$ cat src/rtl/wombat_stats_poller_if.sv
// AXI4-Lite read-channel bundle (AR/R only) between the stats poller and the
// register block slave port.
interface wombat_stats_poller_if #(
    parameter int ADDR_WIDTH = 32,
    parameter int DATA_WIDTH = 32
) ();
    logic [ADDR_WIDTH-1:0] M_AXI_ARADDR;
    logic                  M_AXI_ARVALID;
    logic                  M_AXI_ARREADY;
    logic [DATA_WIDTH-1:0] M_AXI_RDATA;
    logic [1:0]            M_AXI_RRESP;
    logic                  M_AXI_RVALID;
    logic                  M_AXI_RREADY;

    modport master (
        output M_AXI_ARADDR, M_AXI_ARVALID, M_AXI_RREADY,
        input  M_AXI_ARREADY, M_AXI_RDATA, M_AXI_RRESP, M_AXI_RVALID
    );

    modport slave (
        input  M_AXI_ARADDR, M_AXI_ARVALID, M_AXI_RREADY,
        output M_AXI_ARREADY, M_AXI_RDATA, M_AXI_RRESP, M_AXI_RVALID
    );
endinterface

$ cat src/rtl/wombat_stats_poller.sv
// Periodically sweeps the three clear-on-read counters over AXI4-Lite and
// keeps lossless 64-bit running totals of them.
module wombat_stats_poller #(
    parameter logic [31:0] C_BASE_ADDRESS     = 32'h0000_0000,
    parameter int          C_S_AXI_ADDR_WIDTH = 32,
    parameter int          C_S_AXI_DATA_WIDTH = 32,
    parameter logic [31:0] C_OFF_PKTIN        = 32'h10,
    parameter logic [31:0] C_OFF_PKTOUT       = 32'h14,
    parameter logic [31:0] C_OFF_RESULT       = 32'h18,
    parameter int          C_POLL_PERIOD      = 1000,
    parameter int          C_TIMEOUT          = 64
) (
    input  logic        clk,
    input  logic        reset,
    input  logic        enable,
    input  logic        poll_now,
    input  logic        clear_totals,
    output logic [63:0] pktin_total,
    output logic [63:0] pktout_total,
    output logic [63:0] result_total,
    output logic [7:0]  err_count,
    output logic        stall,
    output logic        busy,
    output logic        sweep_done,
    wombat_stats_poller_if.master m_axi
);

    typedef enum logic [1:0] {S_IDLE, S_ADDR, S_DATA, S_DONE} state_t;

    localparam logic [31:0] PERIOD_RELOAD = 32'(C_POLL_PERIOD - 1);
    localparam logic [31:0] TIMEOUT_LAST  = 32'(C_TIMEOUT - 1);
    localparam logic [31:0] OFFSETS [3]   = '{C_OFF_PKTIN, C_OFF_PKTOUT, C_OFF_RESULT};

    state_t                        state_reg;
    logic [1:0]                    idx_reg;
    logic [31:0]                   timer_reg;
    logic [31:0]                   phase_reg;
    logic                          pending_reg;
    logic [63:0]                   total_reg [3];
    logic [7:0]                    err_reg;
    logic                          stall_reg;
    logic                          busy_reg;
    logic                          sweep_done_reg;
    logic [C_S_AXI_ADDR_WIDTH-1:0] araddr_reg;
    logic                          arvalid_reg;
    logic                          rready_reg;

    logic [C_S_AXI_ADDR_WIDTH-1:0] sweep_addr [3];
    logic [63:0]                   rdata_ext;
    logic                          start_idle;

    for (genvar gi = 0; gi < 3; gi++) begin : g_addr
        assign sweep_addr[gi] = C_S_AXI_ADDR_WIDTH'(C_BASE_ADDRESS | OFFSETS[gi]);
    end

    assign rdata_ext  = {{(64 - C_S_AXI_DATA_WIDTH){1'b0}}, m_axi.M_AXI_RDATA};
    assign start_idle = poll_now | pending_reg | (enable & (timer_reg == 32'd0));

    always_ff @(posedge clk or posedge reset) begin
        if (reset) begin
            state_reg      <= S_IDLE;
            idx_reg        <= 2'd0;
            timer_reg      <= PERIOD_RELOAD;
            phase_reg      <= 32'd0;
            pending_reg    <= 1'b0;
            for (int i = 0; i < 3; i++) total_reg[i] <= 64'd0;
            err_reg        <= 8'd0;
            stall_reg      <= 1'b0;
            busy_reg       <= 1'b0;
            sweep_done_reg <= 1'b0;
            araddr_reg     <= '0;
            arvalid_reg    <= 1'b0;
            rready_reg     <= 1'b0;
        end else begin
            sweep_done_reg <= 1'b0;
            if (clear_totals) begin
                for (int i = 0; i < 3; i++) total_reg[i] <= 64'd0;
                err_reg   <= 8'd0;
                stall_reg <= 1'b0;
            end
            if (poll_now && state_reg != S_IDLE) pending_reg <= 1'b1;

            case (state_reg)
                S_IDLE: begin
                    if (start_idle) begin
                        state_reg   <= S_ADDR;
                        idx_reg     <= 2'd0;
                        araddr_reg  <= sweep_addr[0];
                        arvalid_reg <= 1'b1;
                        busy_reg    <= 1'b1;
                        phase_reg   <= 32'd0;
                        pending_reg <= 1'b0;
                    end else if (enable) begin
                        timer_reg <= timer_reg - 32'd1;
                    end
                end
                S_ADDR: begin
                    if (m_axi.M_AXI_ARREADY) begin
                        state_reg   <= S_DATA;
                        arvalid_reg <= 1'b0;
                        rready_reg  <= 1'b1;
                        phase_reg   <= 32'd0;
                    end else if (phase_reg == TIMEOUT_LAST) begin
                        stall_reg <= 1'b1;
                    end else begin
                        phase_reg <= phase_reg + 32'd1;
                    end
                end
                S_DATA: begin
                    if (m_axi.M_AXI_RVALID) begin
                        rready_reg <= 1'b0;
                        phase_reg  <= 32'd0;
                        // Clear is folded in before the add so a clear-on-read value is never lost.
                        if (m_axi.M_AXI_RRESP == 2'b00)
                            total_reg[idx_reg] <= (clear_totals ? 64'd0 : total_reg[idx_reg]) + rdata_ext;
                        else if (clear_totals)
                            err_reg <= 8'd1;
                        else if (err_reg != 8'hFF)
                            err_reg <= err_reg + 8'd1;
                        if (idx_reg == 2'd2) begin
                            state_reg      <= S_DONE;
                            sweep_done_reg <= 1'b1;
                        end else begin
                            state_reg   <= S_ADDR;
                            idx_reg     <= idx_reg + 2'd1;
                            araddr_reg  <= sweep_addr[idx_reg + 2'd1];
                            arvalid_reg <= 1'b1;
                        end
                    end else if (phase_reg == TIMEOUT_LAST) begin
                        stall_reg <= 1'b1;
                    end else begin
                        phase_reg <= phase_reg + 32'd1;
                    end
                end
                S_DONE: begin
                    timer_reg <= PERIOD_RELOAD;
                    if (pending_reg || poll_now) begin
                        state_reg   <= S_ADDR;
                        idx_reg     <= 2'd0;
                        araddr_reg  <= sweep_addr[0];
                        arvalid_reg <= 1'b1;
                        phase_reg   <= 32'd0;
                        pending_reg <= 1'b0;
                    end else begin
                        state_reg <= S_IDLE;
                        busy_reg  <= 1'b0;
                    end
                end
                default: state_reg <= S_IDLE;
            endcase
        end
    end

    assign pktin_total         = total_reg[0];
    assign pktout_total        = total_reg[1];
    assign result_total        = total_reg[2];
    assign err_count           = err_reg;
    assign stall               = stall_reg;
    assign busy                = busy_reg;
    assign sweep_done          = sweep_done_reg;
    assign m_axi.M_AXI_ARADDR  = araddr_reg;
    assign m_axi.M_AXI_ARVALID = arvalid_reg;
    assign m_axi.M_AXI_RREADY  = rready_reg;

endmodule

$ cat src/flat_wrapper.sv
// flat-port wrapper written by rule: the top's interface ports become plain ports
module wombat_stats_poller_flat 
#(
    parameter logic [31:0] C_BASE_ADDRESS     = 32'h0000_0000,
    parameter int          C_S_AXI_ADDR_WIDTH = 32,
    parameter int          C_S_AXI_DATA_WIDTH = 32,
    parameter logic [31:0] C_OFF_PKTIN        = 32'h10,
    parameter logic [31:0] C_OFF_PKTOUT       = 32'h14,
    parameter logic [31:0] C_OFF_RESULT       = 32'h18,
    parameter int          C_POLL_PERIOD      = 1000,
    parameter int          C_TIMEOUT          = 64
)
  (clk, reset, enable, poll_now, clear_totals, pktin_total, pktout_total, result_total, err_count, stall, busy, sweep_done, m_axi_M_AXI_ARADDR, m_axi_M_AXI_ARVALID, m_axi_M_AXI_RREADY, m_axi_M_AXI_ARREADY, m_axi_M_AXI_RDATA, m_axi_M_AXI_RRESP, m_axi_M_AXI_RVALID);
  wombat_stats_poller_if m_axi_i ();
  input  logic clk;
  input  logic reset;
  input  logic enable;
  input  logic poll_now;
  input  logic clear_totals;
  output logic [63:0] pktin_total;
  output logic [63:0] pktout_total;
  output logic [63:0] result_total;
  output logic [7:0] err_count;
  output logic stall;
  output logic busy;
  output logic sweep_done;
  output wire logic [$bits(m_axi_i.M_AXI_ARADDR)-1:0] m_axi_M_AXI_ARADDR;
  output wire logic [$bits(m_axi_i.M_AXI_ARVALID)-1:0] m_axi_M_AXI_ARVALID;
  output wire logic [$bits(m_axi_i.M_AXI_RREADY)-1:0] m_axi_M_AXI_RREADY;
  input wire logic [$bits(m_axi_i.M_AXI_ARREADY)-1:0] m_axi_M_AXI_ARREADY;
  input wire logic [$bits(m_axi_i.M_AXI_RDATA)-1:0] m_axi_M_AXI_RDATA;
  input wire logic [$bits(m_axi_i.M_AXI_RRESP)-1:0] m_axi_M_AXI_RRESP;
  input wire logic [$bits(m_axi_i.M_AXI_RVALID)-1:0] m_axi_M_AXI_RVALID;
  assign m_axi_M_AXI_ARADDR = m_axi_i.M_AXI_ARADDR;
  assign m_axi_M_AXI_ARVALID = m_axi_i.M_AXI_ARVALID;
  assign m_axi_M_AXI_RREADY = m_axi_i.M_AXI_RREADY;
  assign m_axi_i.M_AXI_ARREADY = m_axi_M_AXI_ARREADY;
  assign m_axi_i.M_AXI_RDATA = m_axi_M_AXI_RDATA;
  assign m_axi_i.M_AXI_RRESP = m_axi_M_AXI_RRESP;
  assign m_axi_i.M_AXI_RVALID = m_axi_M_AXI_RVALID;
  wombat_stats_poller #(.C_BASE_ADDRESS(C_BASE_ADDRESS), .C_S_AXI_ADDR_WIDTH(C_S_AXI_ADDR_WIDTH), .C_S_AXI_DATA_WIDTH(C_S_AXI_DATA_WIDTH), .C_OFF_PKTIN(C_OFF_PKTIN), .C_OFF_PKTOUT(C_OFF_PKTOUT), .C_OFF_RESULT(C_OFF_RESULT), .C_POLL_PERIOD(C_POLL_PERIOD), .C_TIMEOUT(C_TIMEOUT)) u_core (.clk(clk), .reset(reset), .enable(enable), .poll_now(poll_now), .clear_totals(clear_totals), .pktin_total(pktin_total), .pktout_total(pktout_total), .result_total(result_total), .err_count(err_count), .stall(stall), .busy(busy), .sweep_done(sweep_done), .m_axi(m_axi_i));
endmodule
$ cat config.mk
export PLATFORM = sky130hd
export DESIGN_NAME = wombat_stats_poller_flat
export DESIGN_NICKNAME = d
export VERILOG_FILES = /design/src/rtl/wombat_stats_poller_if.sv /design/src/rtl/wombat_stats_poller.sv /design/src/flat_wrapper.sv
export SDC_FILE = /design/constraint.sdc
export NUM_CORES = 1
export LEC_CHECK = 0
export CORE_UTILIZATION = 60
export CTS_BUF_LIST = sky130_fd_sc_hd__clkbuf_4
export DETAILED_ROUTE_END_ITERATION = 10
export PLACE_DENSITY = 0.84
export SETUP_SLACK_MARGIN = 0.02
export SLEW_MARGIN = 20
export SYNTH_ARGS = -nofsm -noshare
export SYNTH_HDL_FRONTEND = slang
export SYNTH_SLANG_ARGS = --single-unit
$ cat constraint.sdc
create_clock -name clk -period 18.2 [get_ports clk]
set_input_delay 3.64 -clock clk [delete_from_list [all_inputs] [get_ports clk]]
set_output_delay 3.64 -clock clk [all_outputs]
set_load 0.02 [all_outputs]
==> reports/qor.json <==
{
  "clocking": {
    "clkSinkCount": 277,
    "clk_pin_slew_worst_paths_ns": 0.07,
    "cts_tree": "yes",
    "clock_latency_ns": 0.69,
    "clk_path_buf_depth": 3,
    "hold_buffers": 0,
    "root_buffer": "clkbuf_4",
    "cts_setup_buffers": 0,
    "cts_made_buffers": 77,
    "cts_htree_levels": 3,
    "cts_resized": 0
  },
  "power": {
    "total_switching_power_uw": 579.7,
    "share_of_power_burned_in_the_clock_network": 0.343,
    "vdd_ir_drop_max_uv": 48.44,
    "combPwrFrac": 0.241,
    "share_seq_of_total_power": 0.416,
    "static-leakage-power_nw": 8.649,
    "switching_share": 0.3484,
    "power.density_cell_area_nw_per_um2": 81.92,
    "power.internal_mw": 1.084
  },
  "sta": {
    "max_freq_ghz": 0.1359,
    "final-setup-viol-count": 0,
    "fin_worst_skew_ns": 0.03793,
    "hold_viol_final": 0,
    "min_period_ns": 7.361,
    "maxSlewHeadroom": 0.2610,
    "finalSetupTns_ns": 0,
    "grt_setup_unrepaired": "no",
    "layout_worst_path_cycle_share": 0.4044,
    "number_of_max_slew_violations_in_the_final_report": 0,
    "worst_slew_pin_slew_ns": 1.098
  },
  "run_status": {
    "outcome": "finished clean"
  },
  "synthesis": {
    "yosysUniqueCellTypes": 87,
    "syn_avg_cell_area_um2": 8.628,
    "synth_ff_type": "dfrtp_1",
    "mappedNetlistArea_um2": 16840,
    "asyncSetResetFlopFracSynth": 1.000,
    "synth_edf_count": 0,
    "synth-seq-cells": 277,
    "syn_inst": 1952,
    "synth.yosys.seq_area_share": 0.4122,
    "yosys_warnings": 0
  },
  "placement": {
    "finalWeightedCongestion": 0.9684,
    "hpwl_um": 33780,
    "count_of_buffers_from_port_buffering": 248,
    "placed_area_um2": 19320
  },
  "grt": {
    "grt_pass1_wl_um": 78830,
    "global_route.overflow_total": 0,
    "grt_antenna_before_repair": 4,
    "number_of_global_route_vias_before_repair": 15160,
    "aggregate_global_route_resource_usage": 0.3423,
    "grt_max_degree": 131
  },
  "route": {
    "vias": 16160,
    "detail_route.wirelength_um": 49100,
    "first_pass_drt_iterations": 5,
    "detail_route.vias_per_cell": 6.223,
    "drt-initial-drc-count": 1503,
    "drc": 0,
    "ant_nets": 0,
    "wire_per_inst_um": 18.91
  },
  "floorplan": {
    "die-width_um": 169.5,
    "core-area_um2": 27250,
    "die-height_um": 169.5,
    "die_area_um2": 28740,
    "placement_rows": 60,
    "io-pin-count": 278,
    "initial_utilization": 0.6180
  },
  "worst_setup_path": {
    "crit_path_max_fanout": 117,
    "critPathKind": "input port to register",
    "worst_ep_arrival_time_ns": 7.90,
    "worst_setup_path_end_kind": "register",
    "timing.critical_path.required_ns": 18.74,
    "crit_start_category": "input port"
  },
  "finish": {
    "number_of_inserted_filler_cells_in_the_final_layout": 2089,
    "layout-drive-gt1-share": 0.09005,
    "synthToLayoutAreaGrowth_pct": 20.59,
    "final_area_um2": 20310,
    "finish.net_count": 2251
  },
  "min_path": {
    "min_path_type": "register to register"
  },
  "flow_run": {
    "maxCapViolCount": 0
  }
}
## cells in the mapped netlist, drive strengths merged (7+ instances only)
master | instances | share of area
a21oi | 120 | 0.036
nand2b | 11 | 0.0042
a31oi | 7 | 0.0026
inv | 28 | 0.0062
nand2 | 162 | 0.036
o31ai | 7 | 0.0031
nor2b | 10 | 0.0037
buf | 59 | 0.023
xor2 | 35 | 0.018
dfrtp | 269 | 0.40
or4 | 10 | 0.0056
and3 | 27 | 0.010
a211o | 9 | 0.0047
ha | 44 | 0.033
a221o | 7 | 0.0042
and2 | 10 | 0.0037
o22ai | 7 | 0.0026
clkbuf | 103 | 0.023
nand4 | 21 | 0.0078
or2 | 9 | 0.0035
dfstp | 8 | 0.012
xnor2 | 55 | 0.029
nor2 | 182 | 0.041
nand3 | 227 | 0.067
o21ai | 186 | 0.055
and4 | 9 | 0.0047
or3 | 30 | 0.011
o211ai | 12 | 0.0053
o21bai | 8 | 0.0036
a211oi | 11 | 0.0049
nand3b | 14 | 0.0062
nor4 | 37 | 0.017
mux2 | 10 | 0.0067
nor3 | 43 | 0.015
a21o | 20 | 0.0089
mux2i | 58 | 0.034
## worst paths after layout
path	startpoint	to	slack, ns	cells past startpoint
worst min register to register	u_core.m_axi.M_AXI_ARADDR[4]$_DFFE_PP0P_	u_core.m_axi.M_AXI_ARADDR[4]$_DFFE_PP0P_	0.48	1
min in group asynchronous	reset	u_core.timer_reg[14]$_DFFE_PP0P_	3.47	2
worst min-delay path	u_core.m_axi.M_AXI_ARADDR[4]$_DFFE_PP0P_	u_core.m_axi.M_AXI_ARADDR[4]$_DFFE_PP0P_	0.48	1
worst max register to register	u_core.idx_reg[1]$_DFFE_PP0P_	u_core.result_total[45]$_DFF_PP0_	12.56	14
max in group asynchronous	reset	u_core.idx_reg[1]$_DFFE_PP0P_	13.12	3
worst max-delay path	clear_totals	u_core.pktout_total[55]$_DFF_PP0_	10.84	9
## worst max-delay path, stage by stage
cell     delay [ns]
buf_2          0.32
inv_6          0.69
buf_4          0.81
nand2_2        0.31
or4_4          0.61
or4_4          0.52
nor4_4         0.45
xor2_1         0.26
o21ai_0        0.12
## per-layer routing
| layer | vias up | share of wire | track usage |
|---|---|---|---|
| met2 | 788 | 0.46 | 0.5318 |
| met1 | 7769 | 0.41 | 0.4539 |
| li1 | 7466 | - | - |
| met3 | 130 | 0.090 | 0.08069 |
| met4 | 2 | 0.036 | 0.1598 |
| met5 | - | 0.00016 | 0 |
## cell type report
| class | count | area (um2) | share of cell area |
|---|---|---|---|
| Multi-Input combinational cell | 1512 | 9165 | 0.4513 |
| Timing Repair Buffer | 268 | 2628 | 0.1294 |
| Clock inverter | 27 | 165.2 | 0.008132 |
| Antenna cell | 3 | 7.507 | 0.0003696 |
| Inverter | 29 | 121.4 | 0.005976 |
| Tap cell | 372 | 465.4 | 0.02292 |
| Clock buffer | 108 | 810.8 | 0.03992 |
| Sequential cell | 277 | 6947 | 0.3420 |
## power by group through the flow
stage                     registers, mW  logic, mW  clock network (mW)
after global placement            0.701      0.384                   0
after detailed placement          0.702      0.395                   0
after CTS                         0.691      0.397               0.581
final                             0.692      0.401               0.570
after floorplan                   0.696      0.287                   0
after global routing              0.697      0.438               0.617
## kinds of logic (layout without fill, tap and decap cells)
group           count (synthesis)  count (layout)  share of synthesized area
compound gates                461             461                     0.1656
xor+xnor                       90              90                    0.04680
fa+ha+maj                      45              45                    0.03388
buf+inv                       191             432                    0.05252
flops                         277             277                     0.4122
mux                            68              68                    0.04116
other cells                     1              32                  0.0002227
simple gates                  819             819                     0.2476
## per-stage QoR
step	utilization	cells	hold slack, ns	power, mW	setup slack [ns]
2_1_floorplan	-	1980	0.4792	0.9836	6.936
3_3_place_gp	0.7089	2458	0.4502	1.084	10.21
3_5_place_dp	0.7091	2458	0.4629	1.097	9.976
4_1_cts	0.7449	2593	0.4805	1.669	10.70
5_1_grt	0.7451	2594	0.5107	1.752	10.59
6_report	0.7453	2596	0.4803	1.664	10.84
## layout by cell type (no fill, tap or decap), types with 8 or more instances in the layout
cell type,n
nor4_1,33
nor2b_1,9
and4_1,9
a21o_1,20
xor2_1,35
dfrtp_1,267
inv_1,27
o211ai_1,12
nor2_1,181
or3_1,30
mux2_2,10
a211o_1,9
and3_1,27
mux2i_1,58
o21ai_0,184
clkinv_1,19
a21oi_1,119
dfstp_2,8
nor3_1,36
nand2_1,160
nand4_1,21
nand3b_1,14
and2_1,9
ha_1,44
clkdlybuf4s50_1,247
conb_1,29
nand3_1,227
buf_4,20
xnor2_1,55
nand2b_1,10
a211oi_1,10
o21bai_1,8
clkbuf_4,108
No activity file was read; power rests on OpenSTA's default activity.
